`src/rtl/mat_pkg.sv`:
```
// Shared definitions for the matrix datapath: output-streamer state encoding and
// the matrix size derivations used by the streamer and the address generator.
package mat_pkg;

    localparam int DIM_LOG_DEFAULT    = 1;
    localparam int DATA_WIDTH_DEFAULT = 32;

    typedef enum logic [1:0] {
        S_IDLE   = 2'd0,
        S_STREAM = 2'd1,
        S_DONE   = 2'd2
    } stream_state_e;

    // Address width of a square matrix of side 2**dim_log, stored row-major.
    function automatic int calc_size_log(input int dim_log);
        return 2 * dim_log;
    endfunction

    function automatic int calc_size(input int dim_log);
        return 1 << (2 * dim_log);
    endfunction

endpackage

```
`src/rtl/axis_skid_fifo.sv`:
```
// Two-entry FIFO between the result-BRAM read port and the AXI-Stream master.
// A push and a pop in the same cycle leave the occupancy unchanged.
module axis_skid_fifo #(
    parameter int DATA_WIDTH = 32
) (
    input  logic                  i_clk,
    input  logic                  i_rst,
    input  logic                  i_push,
    input  logic [DATA_WIDTH-1:0] i_data,
    input  logic                  i_pop,
    output logic [DATA_WIDTH-1:0] o_data,
    output logic                  o_full,
    output logic                  o_empty
);

    logic [DATA_WIDTH-1:0] r_mem [2];
    logic                  r_wr_ptr;
    logic                  r_rd_ptr;
    logic [1:0]            r_count;
    logic                  w_do_push;
    logic                  w_do_pop;

    // A push into a full FIFO is only legal when the head leaves in the same cycle.
    assign w_do_pop  = i_pop && (r_count != 2'd0);
    assign w_do_push = i_push && ((r_count != 2'd2) || w_do_pop);

    always_ff @(posedge i_clk or posedge i_rst) begin
        if (i_rst) begin
            r_mem[0] <= '0;
            r_mem[1] <= '0;
            r_wr_ptr <= 1'b0;
            r_rd_ptr <= 1'b0;
            r_count  <= 2'd0;
        end else begin
            if (w_do_push) begin
                r_mem[r_wr_ptr] <= i_data;
                r_wr_ptr        <= ~r_wr_ptr;
            end
            if (w_do_pop) begin
                r_rd_ptr <= ~r_rd_ptr;
            end
            case ({w_do_push, w_do_pop})
                2'b10:   r_count <= r_count + 2'd1;
                2'b01:   r_count <= r_count - 2'd1;
                default: r_count <= r_count;
            endcase
        end
    end

    assign o_data  = r_mem[r_rd_ptr];
    assign o_full  = (r_count == 2'd2);
    assign o_empty = (r_count == 2'd0);

endmodule

```
`src/rtl/mat_out_streamer.sv`:
```
// Streams the completed result matrix out of the result BRAM as one AXI-Stream packet,
// reading addresses 0..SIZE-1 in row-major order through a 2-entry FIFO.
module mat_out_streamer
    import mat_pkg::*;
#(
    parameter int DIM_LOG    = DIM_LOG_DEFAULT,
    parameter int DATA_WIDTH = DATA_WIDTH_DEFAULT,
    parameter int SIZE_LOG   = calc_size_log(DIM_LOG),
    parameter int SIZE       = calc_size(DIM_LOG)
) (
    input  logic                    s00_axi_aclk,
    input  logic                    s00_axi_areset,
    input  logic                    start,
    output logic                    busy,
    output logic                    done,
    output logic                    rd_en,
    output logic [SIZE_LOG-1:0]     rd_addr,
    input  logic [DATA_WIDTH-1:0]   rd_data,
    output logic                    m00_axis_tvalid,
    output logic [DATA_WIDTH-1:0]   m00_axis_tdata,
    output logic [DATA_WIDTH/8-1:0] m00_axis_tstrb,
    output logic                    m00_axis_tlast,
    input  logic                    m00_axis_tready
);

    localparam logic [SIZE_LOG:0]   LP_SIZE     = (SIZE_LOG + 1)'(SIZE);
    localparam logic [SIZE_LOG-1:0] LP_LAST_IDX = SIZE_LOG'(SIZE - 1);

    stream_state_e         r_state;
    stream_state_e         w_state_next;
    logic [SIZE_LOG:0]     r_rd_cnt;
    logic [SIZE_LOG-1:0]   r_beat_cnt;
    logic                  r_inflight;
    logic                  w_fifo_full;
    logic                  w_fifo_empty;
    logic [DATA_WIDTH-1:0] w_fifo_data;
    logic                  w_valid;
    logic                  w_beat;
    logic                  w_last_beat;
    logic                  w_reads_left;
    logic                  w_rd_en;
    logic                  w_busy;
    logic                  w_done;
    logic [1:0]            w_occ;
    logic [2:0]            w_pending;

    axis_skid_fifo #(
        .DATA_WIDTH (DATA_WIDTH)
    ) u_fifo (
        .i_clk   (s00_axi_aclk),
        .i_rst   (s00_axi_areset),
        .i_push  (r_inflight),
        .i_data  (rd_data),
        .i_pop   (w_beat),
        .o_data  (w_fifo_data),
        .o_full  (w_fifo_full),
        .o_empty (w_fifo_empty)
    );

    assign w_valid      = !w_fifo_empty && (r_state == S_STREAM);
    assign w_beat       = w_valid && m00_axis_tready;
    assign w_last_beat  = (r_beat_cnt == LP_LAST_IDX);
    assign w_reads_left = (r_rd_cnt < LP_SIZE);
    assign w_occ        = w_fifo_full ? 2'd2 : (w_fifo_empty ? 2'd0 : 2'd1);

    // Credit counts the entry leaving this cycle, so a full-rate stream keeps one read in flight.
    assign w_pending = {1'b0, w_occ} + {2'b00, r_inflight} - {2'b00, w_beat};
    assign w_rd_en   = (r_state == S_STREAM) && w_reads_left && (w_pending < 3'd2);

    always_ff @(posedge s00_axi_aclk or posedge s00_axi_areset) begin
        if (s00_axi_areset) begin
            r_state <= S_IDLE;
        end else begin
            r_state <= w_state_next;
        end
    end

    always_comb begin
        w_state_next = r_state;
        w_busy       = 1'b0;
        w_done       = 1'b0;
        case (r_state)
            S_IDLE: begin
                if (start) begin
                    w_state_next = S_STREAM;
                end
            end
            S_STREAM: begin
                w_busy = 1'b1;
                if (w_beat && w_last_beat) begin
                    w_state_next = S_DONE;
                end
            end
            S_DONE: begin
                w_done       = 1'b1;
                w_state_next = S_IDLE;
            end
            default: begin
                w_state_next = S_IDLE;
            end
        endcase
    end

    // Read and beat counters run independently so tlast follows the data actually sent.
    always_ff @(posedge s00_axi_aclk or posedge s00_axi_areset) begin
        if (s00_axi_areset) begin
            r_rd_cnt   <= '0;
            r_beat_cnt <= '0;
            r_inflight <= 1'b0;
        end else begin
            r_inflight <= w_rd_en;
            if (r_state != S_STREAM) begin
                r_rd_cnt   <= '0;
                r_beat_cnt <= '0;
            end else begin
                if (w_rd_en) begin
                    r_rd_cnt <= r_rd_cnt + 1'b1;
                end
                if (w_beat) begin
                    r_beat_cnt <= r_beat_cnt + 1'b1;
                end
            end
        end
    end

    assign busy            = w_busy;
    assign done            = w_done;
    assign rd_en           = w_rd_en;
    assign rd_addr         = w_reads_left ? r_rd_cnt[SIZE_LOG-1:0] : LP_LAST_IDX;
    assign m00_axis_tvalid = w_valid;
    assign m00_axis_tdata  = w_valid ? w_fifo_data : '0;
    assign m00_axis_tstrb  = {(DATA_WIDTH/8){w_valid}};
    assign m00_axis_tlast  = w_valid && w_last_beat;

endmodule

```
`config.mk`:
```
export PLATFORM = sky130hd
export DESIGN_NAME = mat_out_streamer
export DESIGN_NICKNAME = d
export VERILOG_FILES = /design/src/rtl/mat_pkg.sv /design/src/rtl/axis_skid_fifo.sv /design/src/rtl/mat_out_streamer.sv
export SDC_FILE = /design/constraint.sdc
export NUM_CORES = 1
export LEC_CHECK = 0
export CORE_MARGIN = 2
export CORE_UTILIZATION = 47
export CTS_BUF_LIST = sky130_fd_sc_hd__clkbuf_8
export CTS_CLUSTER_DIAMETER = 40
export DETAILED_ROUTE_END_ITERATION = 10
export PLACE_DENSITY = 0.79
export SETUP_SLACK_MARGIN = 0.02
export SYNTH_ARGS = -nofsm -noshare
export SYNTH_HDL_FRONTEND = slang
export SYNTH_SLANG_ARGS = --single-unit
```
`constraint.sdc`:
```
create_clock -name s00_axi_aclk -period 2.9 [get_ports s00_axi_aclk]
set_clock_uncertainty 0.15 [all_clocks]
set_input_delay 0.725 -clock s00_axi_aclk [delete_from_list [all_inputs] [get_ports s00_axi_aclk]]
set_output_delay 0.725 -clock s00_axi_aclk [all_outputs]
set_load 0.05 [all_outputs]
```
==> summary.json, run 1 <==
{
  "status": {
    "outcome": "complete, but fails checks",
    "violations": "setup timing"
  },
  "worst_setup_path": {
    "endpoint_required_time_on_the_critical_path_ns": 2.03,
    "crit_type": "in -> out",
    "critical_path.startpoint_type": "primary input",
    "worstPathArrival_ns": 2.11,
    "critical_path.max_fanout": 2,
    "critPathCaptureType": "output port"
  },
  "sta": {
    "max_slew.worst_pin.slew_ns": 0.497,
    "clock.fmax_ghz": 0.335,
    "finalCriticalPeriod_ns": 2.99,
    "setup-tns-final_ns": -0.0871,
    "final_min_period_over_clock_period": 1.03,
    "layout_setup_ws_ns": -0.0871,
    "whs_ns": 0.356,
    "rsz0062_at_grt": "true",
    "timing.final.setup_violations": 1,
    "timing.final.max_slew_violations": 0,
    "slew-limit-headroom": 0.668,
    "hold_viol": 0
  },
  "grt": {
    "grt_pass1_vias": 2516,
    "grt_first_pass_wirelength_um": 12000,
    "groute.usage.overall": 0.183,
    "antenna_found_initial": 0,
    "grt_overflow_total": 0,
    "pin_count_of_the_biggest_net_entering_global_routing": 47
  },
  "synthesis": {
    "synth.yosys.seq_area_share": 0.534,
    "dominantRegCellSynth": "dfrtp_1",
    "post_synthesis_instance_area_um2": 3560,
    "synth_edf_count": 0,
    "synth.net_count": 311,
    "yosys.cell_types.count": 31,
    "postSynth.asyncResetShare": 1.00,
    "mean_area_per_synthesized_cell_um2": 13.1,
    "synth.ff_latch_count": 76,
    "syn_inst": 271,
    "yosysWarningCount": 0
  },
  "detailed_routing": {
    "remaining_drc_errors": 0,
    "routed_wl_um": 7050,
    "viasPerCell": 5.09,
    "number_of_antenna_violating_nets_in_the_routed_design": 0,
    "dr.first_iter.drc_count": 88,
    "detail_route.wl_per_cell_um": 15.3,
    "vias": 2340,
    "first_pass_iters": 4
  },
  "layout": {
    "mostFrequentLayoutCell": "dfrtp_1",
    "n_antenna_cell": 0,
    "final-instance-count-excl-fill": 460,
    "layout_common_cells": "74 x dfrtp_1, 62 x mux2_2, 43 x buf_12",
    "flow.area_growth_from_synthesis_pct": 45.5,
    "finish.net_count": 396,
    "drive_above_1_share": 0.413
  },
  "die": {
    "core-area_um2": 7290,
    "fp-row-count": 31,
    "die_width_um": 91.0,
    "total_die_area_um2": 8280,
    "initial_core_util": 0.488,
    "io_pins": 79,
    "die_height_um": 91.0
  },
  "placement": {
    "portBuffers": 78,
    "place.detailed.hpwl_um": 4970,
    "place.detailed.instances": 442,
    "gp_routability_congestion": 0.695
  },
  "cts": {
    "cts.reportedPaths.clkPinSlew_ns": 0.08,
    "post_cts_hold_buffer_count": 0,
    "cts-root-to-sink-buffers": 2,
    "cts.root.buffer_cell": "clkbuf_8",
    "worstSkewPairLatency_ns": 0.35,
    "cts.sinks": 76,
    "cts-htree-levels": 3,
    "number_of_buffers_created_by_cts": 9,
    "cts_tree": "yes"
  },
  "min_path": {
    "hp-class": "reg -> reg"
  },
  "run": {
    "max_cap_viol": 0
  }
}
[synth_stat cells, drive strengths merged (3+ instances only)]
master  number  area share
dfrtp       76        0.53
inv          6      0.0063
nor2        39       0.043
ha           4       0.014
nand2        3      0.0032
clkbuf       4      0.0042
nand2b       3      0.0074
mux2i       33       0.093
buf         15       0.035
xnor2        4      0.0098
nor2b        3      0.0053
mux2        64        0.20
[registers in the layout, summed over array words and instances (netlist names)]
signal           flops
u_fifo.r_mem        64
r_rd_cnt             3
r_beat_cnt           2
r_state              2
u_fifo.r_count       2
r_inflight           1
u_fifo.r_rd_ptr      1
u_fifo.r_wr_ptr      1
[per-stage QoR]
| step | util | setup WS (ns) | area [µm²] |
|---|---|---|---|
| after detailed placement | 0.669 | -0.422 | 4880 |
| after global placement | 0.669 | -0.437 | 4880 |
| after global routing | 0.710 | -0.137 | 5180 |
| after CTS | 0.706 | -0.0643 | 5150 |
| final | 0.710 | -0.0871 | 5180 |
| after floorplan | - | -0.104 | 3560 |
[critical path: stages]
cell and delay, ns:
buf_6 0.09, and3b_2 0.21, nor2b_4 0.13, ha_4 0.25, nand2b_4 0.11, xnor3_1 0.24
and3_4 0.21, buf_12 0.14
[worst paths after layout]
| kind | cells past startpoint | end | from | slack (ns) |
|---|---|---|---|---|
| hold / removal | 1 | u_fifo.r_mem[23] | u_fifo.r_mem[23] | 0.36 |
| max in group asynchronous | 3 | u_fifo.r_count[1] | s00_axi_areset | 1.52 |
| min in group asynchronous | 2 | u_fifo.r_mem[21] | s00_axi_areset | 0.51 |
| setup / recovery | 8 | rd_en | m00_axis_tready | -0.09 |
| hold reg to reg | 1 | u_fifo.r_mem[23] | u_fifo.r_mem[23] | 0.36 |
| setup reg to reg | 9 | r_rd_cnt[0] | r_state[0] | 0.72 |
[kinds of logic (layout without fill, tap and decap cells)]
kind of cell	after synthesis	in the layout	synth area share
multiplexers	97	97	0.295
flip-flops	76	76	0.534
AND/OR/NAND/NOR	55	55	0.0717
buffers and inverters	25	115	0.0457
AO/OA/AOI/OAI	7	7	0.0176
XOR/XNOR	7	7	0.0211
adder cells (fa/ha/maj)	4	4	0.0141
[metal layers]
| layer | vias up | share of wire | GRT usage |
|---|---|---|---|
| met3 | 10 | 0.044 | 0.0415 |
| met2 | 58 | 0.51 | 0.302 |
| met4 | 0 | 0.018 | 0.0783 |
| met1 | 1184 | 0.43 | 0.232 |
| met5 | - | 0 | 0 |
| li1 | 1088 | - | - |
[final cells by class]
class | instances | area [µm²]
fill | 515 | 2120
sequential | 76 | 1900
multi-input combinational | 170 | 1550
timing repair buffer | 93 | 1340
clock buffer | 9 | 124
tap | 99 | 124
clock inverter | 7 | 115
inverter | 6 | 22.5
[repair_timing]
item	4_1_cts	5_1_grt
buffers inserted	2	0
resized for setup	7	6
setup endpoints to repair	21	1
pin swaps	2	2
Power of run 1 is left out: the tool's default activity adds up to more than one toggle a clock period on the data nets, which glitch-free logic cannot reach.
==> run 2, diff against run 1 <==
--- a/config.mk
+++ b/config.mk
@@ -9,9 +9,9 @@
 export CORE_UTILIZATION = 47
 export CTS_BUF_LIST = sky130_fd_sc_hd__clkbuf_8
 export CTS_CLUSTER_DIAMETER = 40
+export CTS_CLUSTER_SIZE = 12
 export DETAILED_ROUTE_END_ITERATION = 10
 export PLACE_DENSITY = 0.79
-export SETUP_SLACK_MARGIN = 0.02
 export SYNTH_ARGS = -nofsm -noshare
 export SYNTH_HDL_FRONTEND = slang
 export SYNTH_SLANG_ARGS = --single-unit
==> results of run 2 <==
No change in the layout: final DEF, timing and power equal those of run 1.
Main changes from that run: number of gates resized after CTS 7 -> 6
Power of run 2 is left out for the same reason.
